File: config.mk
export PLATFORM = sky130hd
export DESIGN_NAME = mem_access_stage_flat
export DESIGN_NICKNAME = d
export VERILOG_FILES = /design/src/rtl/mem_access_stage_if.sv /design/src/rtl/mem_access_stage.sv /design/src/flat_wrapper.sv
export SDC_FILE = /design/constraint.sdc
export NUM_CORES = 1
export LEC_CHECK = 0
export ABC_AREA = 1
export ABC_CLOCK_PERIOD_IN_PS = 3100
export BUFFER_PORTS_ARGS = -buffer_cell sky130_fd_sc_hd__buf_4
export CAP_MARGIN = 20
export CORE_ASPECT_RATIO = 1.1
export CORE_MARGIN = 10
export CORE_UTILIZATION = 44
export DETAILED_ROUTE_END_ITERATION = 12
export PLACE_DENSITY = 0.77
export SYNTH_ARGS = -nofsm -noshare
export SYNTH_HDL_FRONTEND = slang
export SYNTH_SLANG_ARGS = --single-unit
File: constraint.sdc
create_clock -name CLK -period 3.1 [get_ports CLK]
set_input_delay 0.155 -clock CLK [delete_from_list [all_inputs] [get_ports CLK]]
set_output_delay 0.155 -clock CLK [all_outputs]
set_load 0.02 [all_outputs]
File: src/rtl/mem_access_stage_if.sv
// ---------------------------------------------------------------------------
// mem_access_stage_if
// Data-memory bus between the memory-stage load/store unit and the data RAM.
//   MemReq   : request, held high until the transaction is acknowledged
//   MemWe    : 1 = write, 0 = read
//   MemAddr  : word-aligned byte address (bits [1:0] always zero)
//   MemBe    : per-byte-lane enables
//   MemWData : store data, already replicated onto the addressed lanes
//   MemAck   : completion; MemRData is valid in the same cycle
//   MemRData : raw 32-bit read word
// master = load/store unit, slave = memory.
// ---------------------------------------------------------------------------
interface mem_access_stage_if;
    logic        MemReq;
    logic        MemWe;
    logic [31:0] MemAddr;
    logic [3:0]  MemBe;
    logic [31:0] MemWData;
    logic        MemAck;
    logic [31:0] MemRData;

    modport master (
        output MemReq, MemWe, MemAddr, MemBe, MemWData,
        input  MemAck, MemRData
    );

    modport slave (
        input  MemReq, MemWe, MemAddr, MemBe, MemWData,
        output MemAck, MemRData
    );
endinterface

File: src/rtl/mem_access_stage.sv
// ---------------------------------------------------------------------------
// mem_access_stage
// Memory-stage load/store unit of the pipelined OTTER core. Converts the
// M-stage load/store into a req/ack transaction on the data bus, stalls the
// pipeline while the transaction is outstanding and delivers the aligned,
// sign/zero-extended load result for the MtoW register.
//
// Ports
//   CLK, RST     : clock (rising edge), asynchronous active-high reset
//   MemReadM     : load in M stage
//   MemWriteM    : store in M stage (wins if both are set)
//   Funct3M      : access size/sign (LB/LH/LW/LBU/LHU, SB/SH/SW)
//   ALUResultM   : effective byte address
//   WriteDataM   : right-aligned store data
//   ReadDataM    : registered, formatted load data (holds otherwise)
//   StallM       : combinational stall request to the hazard unit
//   MisalignM    : combinational misaligned-access flag
//   bus          : data-memory bus (master side)
//
// Access timeline (ack in first BUSY cycle): IDLE(stall) -> BUSY(req, ack)
// -> DONE(no stall) -> IDLE. Each extra cycle of ack latency adds a BUSY.
// ---------------------------------------------------------------------------
module mem_access_stage #(
    parameter int XLEN = 32
) (
    input  logic                CLK,
    input  logic                RST,
    input  logic                MemReadM,
    input  logic                MemWriteM,
    input  logic [2:0]          Funct3M,
    input  logic [XLEN-1:0]     ALUResultM,
    input  logic [XLEN-1:0]     WriteDataM,
    output logic [XLEN-1:0]     ReadDataM,
    output logic                StallM,
    output logic                MisalignM,
    mem_access_stage_if.master  bus
);

    typedef enum logic [1:0] {
        ST_IDLE = 2'd0,
        ST_BUSY = 2'd1,
        ST_DONE = 2'd2
    } state_t;

    state_t state_q, state_d;

    // Bus-side and formatting state
    logic            mem_req_q,   mem_req_d;
    logic            mem_we_q,    mem_we_d;
    logic [31:0]     mem_addr_q,  mem_addr_d;
    logic [3:0]      mem_be_q,    mem_be_d;
    logic [31:0]     mem_wdata_q, mem_wdata_d;
    logic [2:0]      funct3_q,    funct3_d;
    logic [1:0]      offset_q,    offset_d;
    logic [31:0]     read_data_q, read_data_d;

    // Request decode
    logic        access;
    logic        is_byte;
    logic        is_half;
    logic        is_word;
    logic        misaligned;
    logic        start;
    logic [3:0]  be_calc;
    logic [31:0] wdata_calc;

    // Load formatting
    logic [7:0]  rd_byte [4];
    logic [7:0]  sel_byte;
    logic [15:0] sel_half;
    logic        sign_bit;
    logic [31:0] load_fmt;

    // ------------------------------------------------------------------
    // Request decode
    // ------------------------------------------------------------------
    assign access  = MemReadM | MemWriteM;
    assign is_byte = (Funct3M[1:0] == 2'b00);
    assign is_half = (Funct3M[1:0] == 2'b01);
    // Funct3 x11 is not a legal RV32 load/store; treat it as a word so it
    // still gets the strictest alignment check.
    assign is_word = Funct3M[1];

    assign misaligned = (is_half & ALUResultM[0]) |
                        (is_word & (ALUResultM[1:0] != 2'b00));

    // A new transaction is only launched from IDLE; in BUSY/DONE the same
    // instruction is still being presented and must not be re-issued.
    assign start = (state_q == ST_IDLE) & access & ~misaligned;

    always_comb begin
        be_calc    = 4'b1111;
        wdata_calc = WriteDataM[31:0];
        if (is_byte) begin
            be_calc    = 4'b0001 << ALUResultM[1:0];
            wdata_calc = {4{WriteDataM[7:0]}};
        end else if (is_half) begin
            be_calc    = 4'b0011 << {ALUResultM[1], 1'b0};
            wdata_calc = {2{WriteDataM[15:0]}};
        end
    end

    // ------------------------------------------------------------------
    // Load formatting from the latched size/offset
    // ------------------------------------------------------------------
    for (genvar gi = 0; gi < 4; gi++) begin : g_rd_lane
        assign rd_byte[gi] = bus.MemRData[8*gi +: 8];
    end

    assign sel_byte = rd_byte[offset_q];
    assign sel_half = offset_q[1] ? bus.MemRData[31:16] : bus.MemRData[15:0];

    always_comb begin
        sign_bit = 1'b0;
        load_fmt = bus.MemRData;
        case (funct3_q[1:0])
            2'b00: begin
                sign_bit = ~funct3_q[2] & sel_byte[7];
                load_fmt = {{24{sign_bit}}, sel_byte};
            end
            2'b01: begin
                sign_bit = ~funct3_q[2] & sel_half[15];
                load_fmt = {{16{sign_bit}}, sel_half};
            end
            default: load_fmt = bus.MemRData;
        endcase
    end

    // ------------------------------------------------------------------
    // FSM: state register
    // ------------------------------------------------------------------
    always_ff @(posedge CLK or posedge RST) begin
        if (RST) begin
            state_q <= ST_IDLE;
        end else begin
            state_q <= state_d;
        end
    end

    // ------------------------------------------------------------------
    // FSM: next state
    // ------------------------------------------------------------------
    always_comb begin
        state_d = state_q;
        case (state_q)
            ST_IDLE: if (start) state_d = ST_BUSY;
            ST_BUSY: if (bus.MemAck) state_d = ST_DONE;
            ST_DONE: state_d = ST_IDLE;
            default: state_d = ST_IDLE;
        endcase
    end

    // ------------------------------------------------------------------
    // FSM: combinational outputs
    // ------------------------------------------------------------------
    always_comb begin
        StallM = 1'b0;
        case (state_q)
            ST_IDLE: StallM = start;
            ST_BUSY: StallM = 1'b1;
            default: StallM = 1'b0;
        endcase
    end

    assign MisalignM = access & misaligned;

    // ------------------------------------------------------------------
    // Bus / load-data next values
    // ------------------------------------------------------------------
    always_comb begin
        mem_req_d   = mem_req_q;
        mem_we_d    = mem_we_q;
        mem_addr_d  = mem_addr_q;
        mem_be_d    = mem_be_q;
        mem_wdata_d = mem_wdata_q;
        funct3_d    = funct3_q;
        offset_d    = offset_q;
        read_data_d = read_data_q;

        if (start) begin
            mem_req_d   = 1'b1;
            mem_we_d    = MemWriteM;
            mem_addr_d  = {ALUResultM[31:2], 2'b00};
            mem_be_d    = be_calc;
            mem_wdata_d = wdata_calc;
            funct3_d    = Funct3M;
            offset_d    = ALUResultM[1:0];
        end

        // Request drops on the edge entering DONE; load data is captured on
        // the same edge so it is valid for the whole DONE cycle.
        if ((state_q == ST_BUSY) && bus.MemAck) begin
            mem_req_d = 1'b0;
            if (!mem_we_q) begin
                read_data_d = load_fmt;
            end
        end
    end

    always_ff @(posedge CLK or posedge RST) begin
        if (RST) begin
            mem_req_q   <= 1'b0;
            mem_we_q    <= 1'b0;
            mem_addr_q  <= '0;
            mem_be_q    <= '0;
            mem_wdata_q <= '0;
            funct3_q    <= '0;
            offset_q    <= '0;
            read_data_q <= '0;
        end else begin
            mem_req_q   <= mem_req_d;
            mem_we_q    <= mem_we_d;
            mem_addr_q  <= mem_addr_d;
            mem_be_q    <= mem_be_d;
            mem_wdata_q <= mem_wdata_d;
            funct3_q    <= funct3_d;
            offset_q    <= offset_d;
            read_data_q <= read_data_d;
        end
    end

    assign bus.MemReq   = mem_req_q;
    assign bus.MemWe    = mem_we_q;
    assign bus.MemAddr  = mem_addr_q;
    assign bus.MemBe    = mem_be_q;
    assign bus.MemWData = mem_wdata_q;
    assign ReadDataM    = read_data_q;

endmodule

File: src/flat_wrapper.sv
// flat-port wrapper written by rule: the top's interface ports become plain ports
module mem_access_stage_flat 
#(
    parameter int XLEN = 32
)
  (CLK, RST, MemReadM, MemWriteM, Funct3M, ALUResultM, WriteDataM, ReadDataM, StallM, MisalignM, bus_MemReq, bus_MemWe, bus_MemAddr, bus_MemBe, bus_MemWData, bus_MemAck, bus_MemRData);
  mem_access_stage_if bus_i ();
  input  logic CLK;
  input  logic RST;
  input  logic MemReadM;
  input  logic MemWriteM;
  input  logic [2:0] Funct3M;
  input  logic [XLEN-1:0] ALUResultM;
  input  logic [XLEN-1:0] WriteDataM;
  output logic [XLEN-1:0] ReadDataM;
  output logic StallM;
  output logic MisalignM;
  output wire logic [$bits(bus_i.MemReq)-1:0] bus_MemReq;
  output wire logic [$bits(bus_i.MemWe)-1:0] bus_MemWe;
  output wire logic [$bits(bus_i.MemAddr)-1:0] bus_MemAddr;
  output wire logic [$bits(bus_i.MemBe)-1:0] bus_MemBe;
  output wire logic [$bits(bus_i.MemWData)-1:0] bus_MemWData;
  input wire logic [$bits(bus_i.MemAck)-1:0] bus_MemAck;
  input wire logic [$bits(bus_i.MemRData)-1:0] bus_MemRData;
  assign bus_MemReq = bus_i.MemReq;
  assign bus_MemWe = bus_i.MemWe;
  assign bus_MemAddr = bus_i.MemAddr;
  assign bus_MemBe = bus_i.MemBe;
  assign bus_MemWData = bus_i.MemWData;
  assign bus_i.MemAck = bus_MemAck;
  assign bus_i.MemRData = bus_MemRData;
  mem_access_stage #(.XLEN(XLEN)) u_core (.CLK(CLK), .RST(RST), .MemReadM(MemReadM), .MemWriteM(MemWriteM), .Funct3M(Funct3M), .ALUResultM(ALUResultM), .WriteDataM(WriteDataM), .ReadDataM(ReadDataM), .StallM(StallM), .MisalignM(MisalignM), .bus(bus_i));
endmodule
==> impl_results.html <==
<table>
<tr><th>Metric</th><th>Value</th></tr>
<tr><th colspan="2">Outcome</th></tr>
<tr><td>Status</td><td>finished, final reports clean</td></tr>
<tr><th colspan="2">CTS</th></tr>
<tr><td>Worst-path clk slew</td><td>0.07 ns</td></tr>
<tr><td>Buffer cell driving the clock tree root</td><td>clkbuf_16</td></tr>
<tr><td>Max Buffers Root-to-Sink</td><td>2</td></tr>
<tr><td>TritonCTS clock tree</td><td>yes</td></tr>
<tr><td>Number of cells upsized or downsized after cts</td><td>0</td></tr>
<tr><td>Number of H-tree branching levels</td><td>3</td></tr>
<tr><td>Clock latency on the worst-skew pair</td><td>approximately 0.34 ns</td></tr>
<tr><td>Number of clock buffers inserted by TritonCTS</td><td>9</td></tr>
<tr><td>Sink Count</td><td>about 110</td></tr>
<tr><th colspan="2">STA</th></tr>
<tr><td>TNS Setup</td><td>0 ns</td></tr>
<tr><td>Clock Skew</td><td>roughly 0.0082 ns</td></tr>
<tr><td>Fmax</td><td>between 500 and 600 MHz</td></tr>
<tr><td>Setup repair after global routing missed its margin</td><td>no</td></tr>
<tr><td>Final setup violation count</td><td>0</td></tr>
<tr><td>Fin crit share</td><td>around three fifths</td></tr>
<tr><td>Final period demand of the worst path</td><td>1.86 ns</td></tr>
<tr><td>Tightest hold margin</td><td>about 0.0053 ns</td></tr>
<tr><td>Worst slew margin relative to its limit</td><td>44.4%</td></tr>
<tr><td>Number of hold violations in the final report</td><td>0</td></tr>
<tr><td>Count of final max-slew check failures</td><td>0</td></tr>
<tr><td>Worst-margin pin slew</td><td>roughly 0.83 ns</td></tr>
<tr><th colspan="2">Cells and area</th></tr>
<tr><td>Signed area change from the synthesized netlist to the final layout</td><td>39.2%</td></tr>
<tr><td>Number of nets at the end of the flow</td><td>946</td></tr>
<tr><td>Final Core Density</td><td>~62%</td></tr>
<tr><td>Design area</td><td>7050 µm²</td></tr>
<tr><td>Share of post-route cells with drive strength above 1</td><td>30.2%</td></tr>
<tr><th colspan="2">Route</th></tr>
<tr><td>Wire per inst</td><td>approximately 16 µm</td></tr>
<tr><td>Via Count</td><td>~5000</td></tr>
<tr><td>Via density</td><td>4.94</td></tr>
<tr><td>Number of DRC markers after the initial detailed-route iteration</td><td>378</td></tr>
<tr><td>Number of nets with antenna violations after routing</td><td>0</td></tr>
<tr><td>Number of DRC violations after detailed routing</td><td>0</td></tr>
<tr><td>Initial DRT Pass Iterations</td><td>5</td></tr>
<tr><td>Routed WL</td><td>between 15 and 20 mm</td></tr>
<tr><th colspan="2">Die</th></tr>
<tr><td>Core Region</td><td>11400 µm²</td></tr>
<tr><td>Initial core utilization</td><td>44.5%</td></tr>
<tr><td>Die Outline Area</td><td>~16000 µm²</td></tr>
<tr><td>Die Y</td><td>approximately 130 µm</td></tr>
<tr><td>Number of ports placed on the die boundary</td><td>208</td></tr>
<tr><td>Die Width</td><td>122 µm</td></tr>
<tr><td>Number of rows created at floorplan</td><td>41</td></tr>
<tr><th colspan="2">Synth</th></tr>
<tr><td>Post-synthesis instance area</td><td>a little over 5000 µm²</td></tr>
<tr><td>Number of enable-type register cells in the synthesized netlist</td><td>0</td></tr>
<tr><td>Cell variety after synth</td><td>28</td></tr>
<tr><td>Sequential-to-total area share from yosys stat</td><td>52.9%</td></tr>
<tr><td>Syn Inst Count</td><td>approximately 650</td></tr>
<tr><td>Cell types occupying the most area after synthesis</td><td>dfrtp_1 53%, nand2_1 24%, a21oi_1 3.1%, nand3_1 3.0%, o21ai_0 3.0%</td></tr>
<tr><td>Warnings, synthesis</td><td>0</td></tr>
<tr><td>Top cells by instance count after synthesis</td><td>319 x nand2_1, 107 x dfrtp_1, 31 x a21oi_1</td></tr>
<tr><td>Mean instance size in the synthesized netlist</td><td>around 8 µm²</td></tr>
<tr><td>Yosys top cell area share</td><td>~53%</td></tr>
<tr><td>#FFs+latches synth</td><td>between 100 and 150</td></tr>
<tr><td>Most used standard cell by instance count after synthesis</td><td>nand2_1</td></tr>
<tr><td>Top_reg_cell synth</td><td>dfrtp_1</td></tr>
<tr><td>Dominant cell type by area after synthesis</td><td>dfrtp_1</td></tr>
<tr><td>Post-synth ARST share</td><td>100%</td></tr>
<tr><th colspan="2">Worst hold path</th></tr>
<tr><td>Type of the most critical hold path</td><td>in2reg</td></tr>
<tr><td>Worst-case hold path end point</td><td>u_core.bus.MemAddr[20]</td></tr>
<tr><td>Min-Delay Path Depth</td><td>3</td></tr>
<tr><td>Start point of the worst min-delay path</td><td>ALUResultM[20]</td></tr>
<tr><th colspan="2">Critical path</th></tr>
<tr><td>Setup CP Type</td><td>reg2reg</td></tr>
<tr><td>Worst-path fanout max</td><td>25</td></tr>
<tr><td>Endpoint class of the critical path</td><td>register</td></tr>
<tr><td>Endpoint of the lowest-slack register-to-register path</td><td>u_core.ReadDataM[12]</td></tr>
<tr><td>Worst R2R Path Depth</td><td>9</td></tr>
<tr><td>Nature of the critical path startpoint</td><td>register</td></tr>
<tr><td>Reg-to-reg slack, setup</td><td>between 1 and 1.5 ns</td></tr>
<tr><td>Reg2reg start</td><td>u_core.offset_q[1]</td></tr>
<tr><td>Data required time of the critical path</td><td>between 3 and 4 ns</td></tr>
<tr><td>Crit path from</td><td>u_core.offset_q[1]</td></tr>
<tr><td>Critical path arrival</td><td>between 2 and 2.5 ns</td></tr>
<tr><th colspan="2">Placed design</th></tr>
<tr><td>Placed Instance Area</td><td>around 6700 µm²</td></tr>
<tr><td>Final weighted congestion of routability-driven global placement</td><td>a little under 0.9</td></tr>
<tr><td>Count of buffers inserted at the top-level ports</td><td>between 200 and 250</td></tr>
<tr><td>HPWL after detailed placement</td><td>around 12 mm</td></tr>
<tr><th colspan="2">Global routing</th></tr>
<tr><td>GR Overflow Total</td><td>0</td></tr>
<tr><td>Global-route wire length before repair</td><td>25.5 mm</td></tr>
<tr><td>Number of antenna violations at the first check in global routing</td><td>0</td></tr>
<tr><td>Maximum number of pins on one net before global-route repair</td><td>59</td></tr>
<tr><td>Tot GR Track Use</td><td>19.5%</td></tr>
<tr><td>Via count of the first global-routing pass</td><td>~5000</td></tr>
<tr><th colspan="2">Power</th></tr>
<tr><td>Pwr Density</td><td>1000 nW/µm²</td></tr>
<tr><td>Leakage power figure</td><td>about 3.8 nW</td></tr>
<tr><td>Maximum ir drop on the vdd rail</td><td>about 0.52 mV</td></tr>
<tr><th colspan="2">Run</th></tr>
<tr><td>Count of maximum capacitance violations</td><td>0</td></tr>
</table>
==> through the flow <==
step           power, W  setup slack [ns]  std cells
4_1_cts         0.00712              1.30        997
6_report        0.00705              1.24        998
3_3_place_gp    0.00580              1.34        973
3_5_place_dp    0.00587              1.30        973
5_1_grt         0.00753              1.10        997
2_1_floorplan   0.00441             0.128        649
==> timing repair <==
item | 4_1_cts | 5_1_grt
hold buffers | 8 | 0
hold endpoints to repair | 64 | 0
setup buffers | 0 | 0
==> cells by family (layout without fill, tap and decap cells) <==
logic type      Yosys count  in the layout  synth area share (%)
simple gates            394            394                  31.7
compound gates           82             82                  8.99
flops                   107            107                  52.9
buf+inv                  64            262                  6.35
other cells               1              3                0.0741
==> worst max-delay path, cell delays in order, from the launching register on <==
cell     delay (ns)
dfrtp_1        0.88
inv_4          0.14
nand2_1        0.12
nand2_1        0.07
nand2_1        0.10
nand2_1        0.09
nand2_2        0.15
nand2_1        0.08
nand2_1        0.07
nand2_1        0.06
==> power by group <==
group	total (W)	switching, W	internal [W]
clock	0.00122	0.000511	0.000712
sequential	0.00245	0.000422	0.00203
combinational	0.00338	0.00205	0.00134
total	0.00705	0.00298	0.00407
==> area by class of cell <==
type / count / area [µm²]
Inverter: 28 / 115
Sequential cell: 107 / 2680
Tap cell: 150 / 188
Timing Repair Buffer: 218 / 1680
Clock buffer: 10 / 229
Multi-Input combinational cell: 478 / 2070
Antenna cell: 1 / 2.50
Fill cell: 1030 / 4340
Clock inverter: 6 / 88.8
==> metal layers <==
layer  part of all wire [%]  global-route usage, %  wire [µm]  up-vias
met5                      0                      0          0        -
li1                       -                      -          -     2421
met4                    2.0                   5.83        318        0
met1                     39                   22.8       6350     2276
met3                     11                   7.96       1810       21
met2                     48                   31.9       7690      210
==> layout by cell type (no fill, tap or decap), types with 2 or more instances in the layout <==
cell           instances
nand2_1              319
buf_4                208
dfrtp_1              107
a21oi_1               31
nand3_1               30
o21ai_0               30
nor2_1                26
inv_1                 19
a21oi_2               10
clkbuf_16              9
o21ai_1                8
dlygate4sd3_1          8
nand4_1                7
inv_2                  6
nand2_2                3
nand2_4                3
inv_4                  2
nor2_2                 2
conb_1                 2
bufinv_16              2
clkinv_2               2
buf_12                 2
==> how the worst max path moves through the flow <==
stage,to,slack (ns),cells past startpoint
floorplan,u_core.ReadDataM[0],0.13,1
global placement,u_core.ReadDataM[19],1.34,7
detailed placement,u_core.bus.MemBe[2],1.30,9
CTS,u_core.ReadDataM[12],1.30,9
global route,u_core.ReadDataM[10],1.10,9
finish,u_core.ReadDataM[12],1.24,9
==> sequential cells by signal, indices dropped and copies added, names as in the netlist <==
name                 count
u_core.bus.MemWData     32
u_core.bus.MemBe         4
u_core.bus.MemReq        1
u_core.bus.MemWe         1
u_core.state_q           2
u_core.bus.MemAddr      30
u_core.offset_q          2
u_core.ReadDataM        32
u_core.funct3_q          3
(Power assumes the default switching activity.)
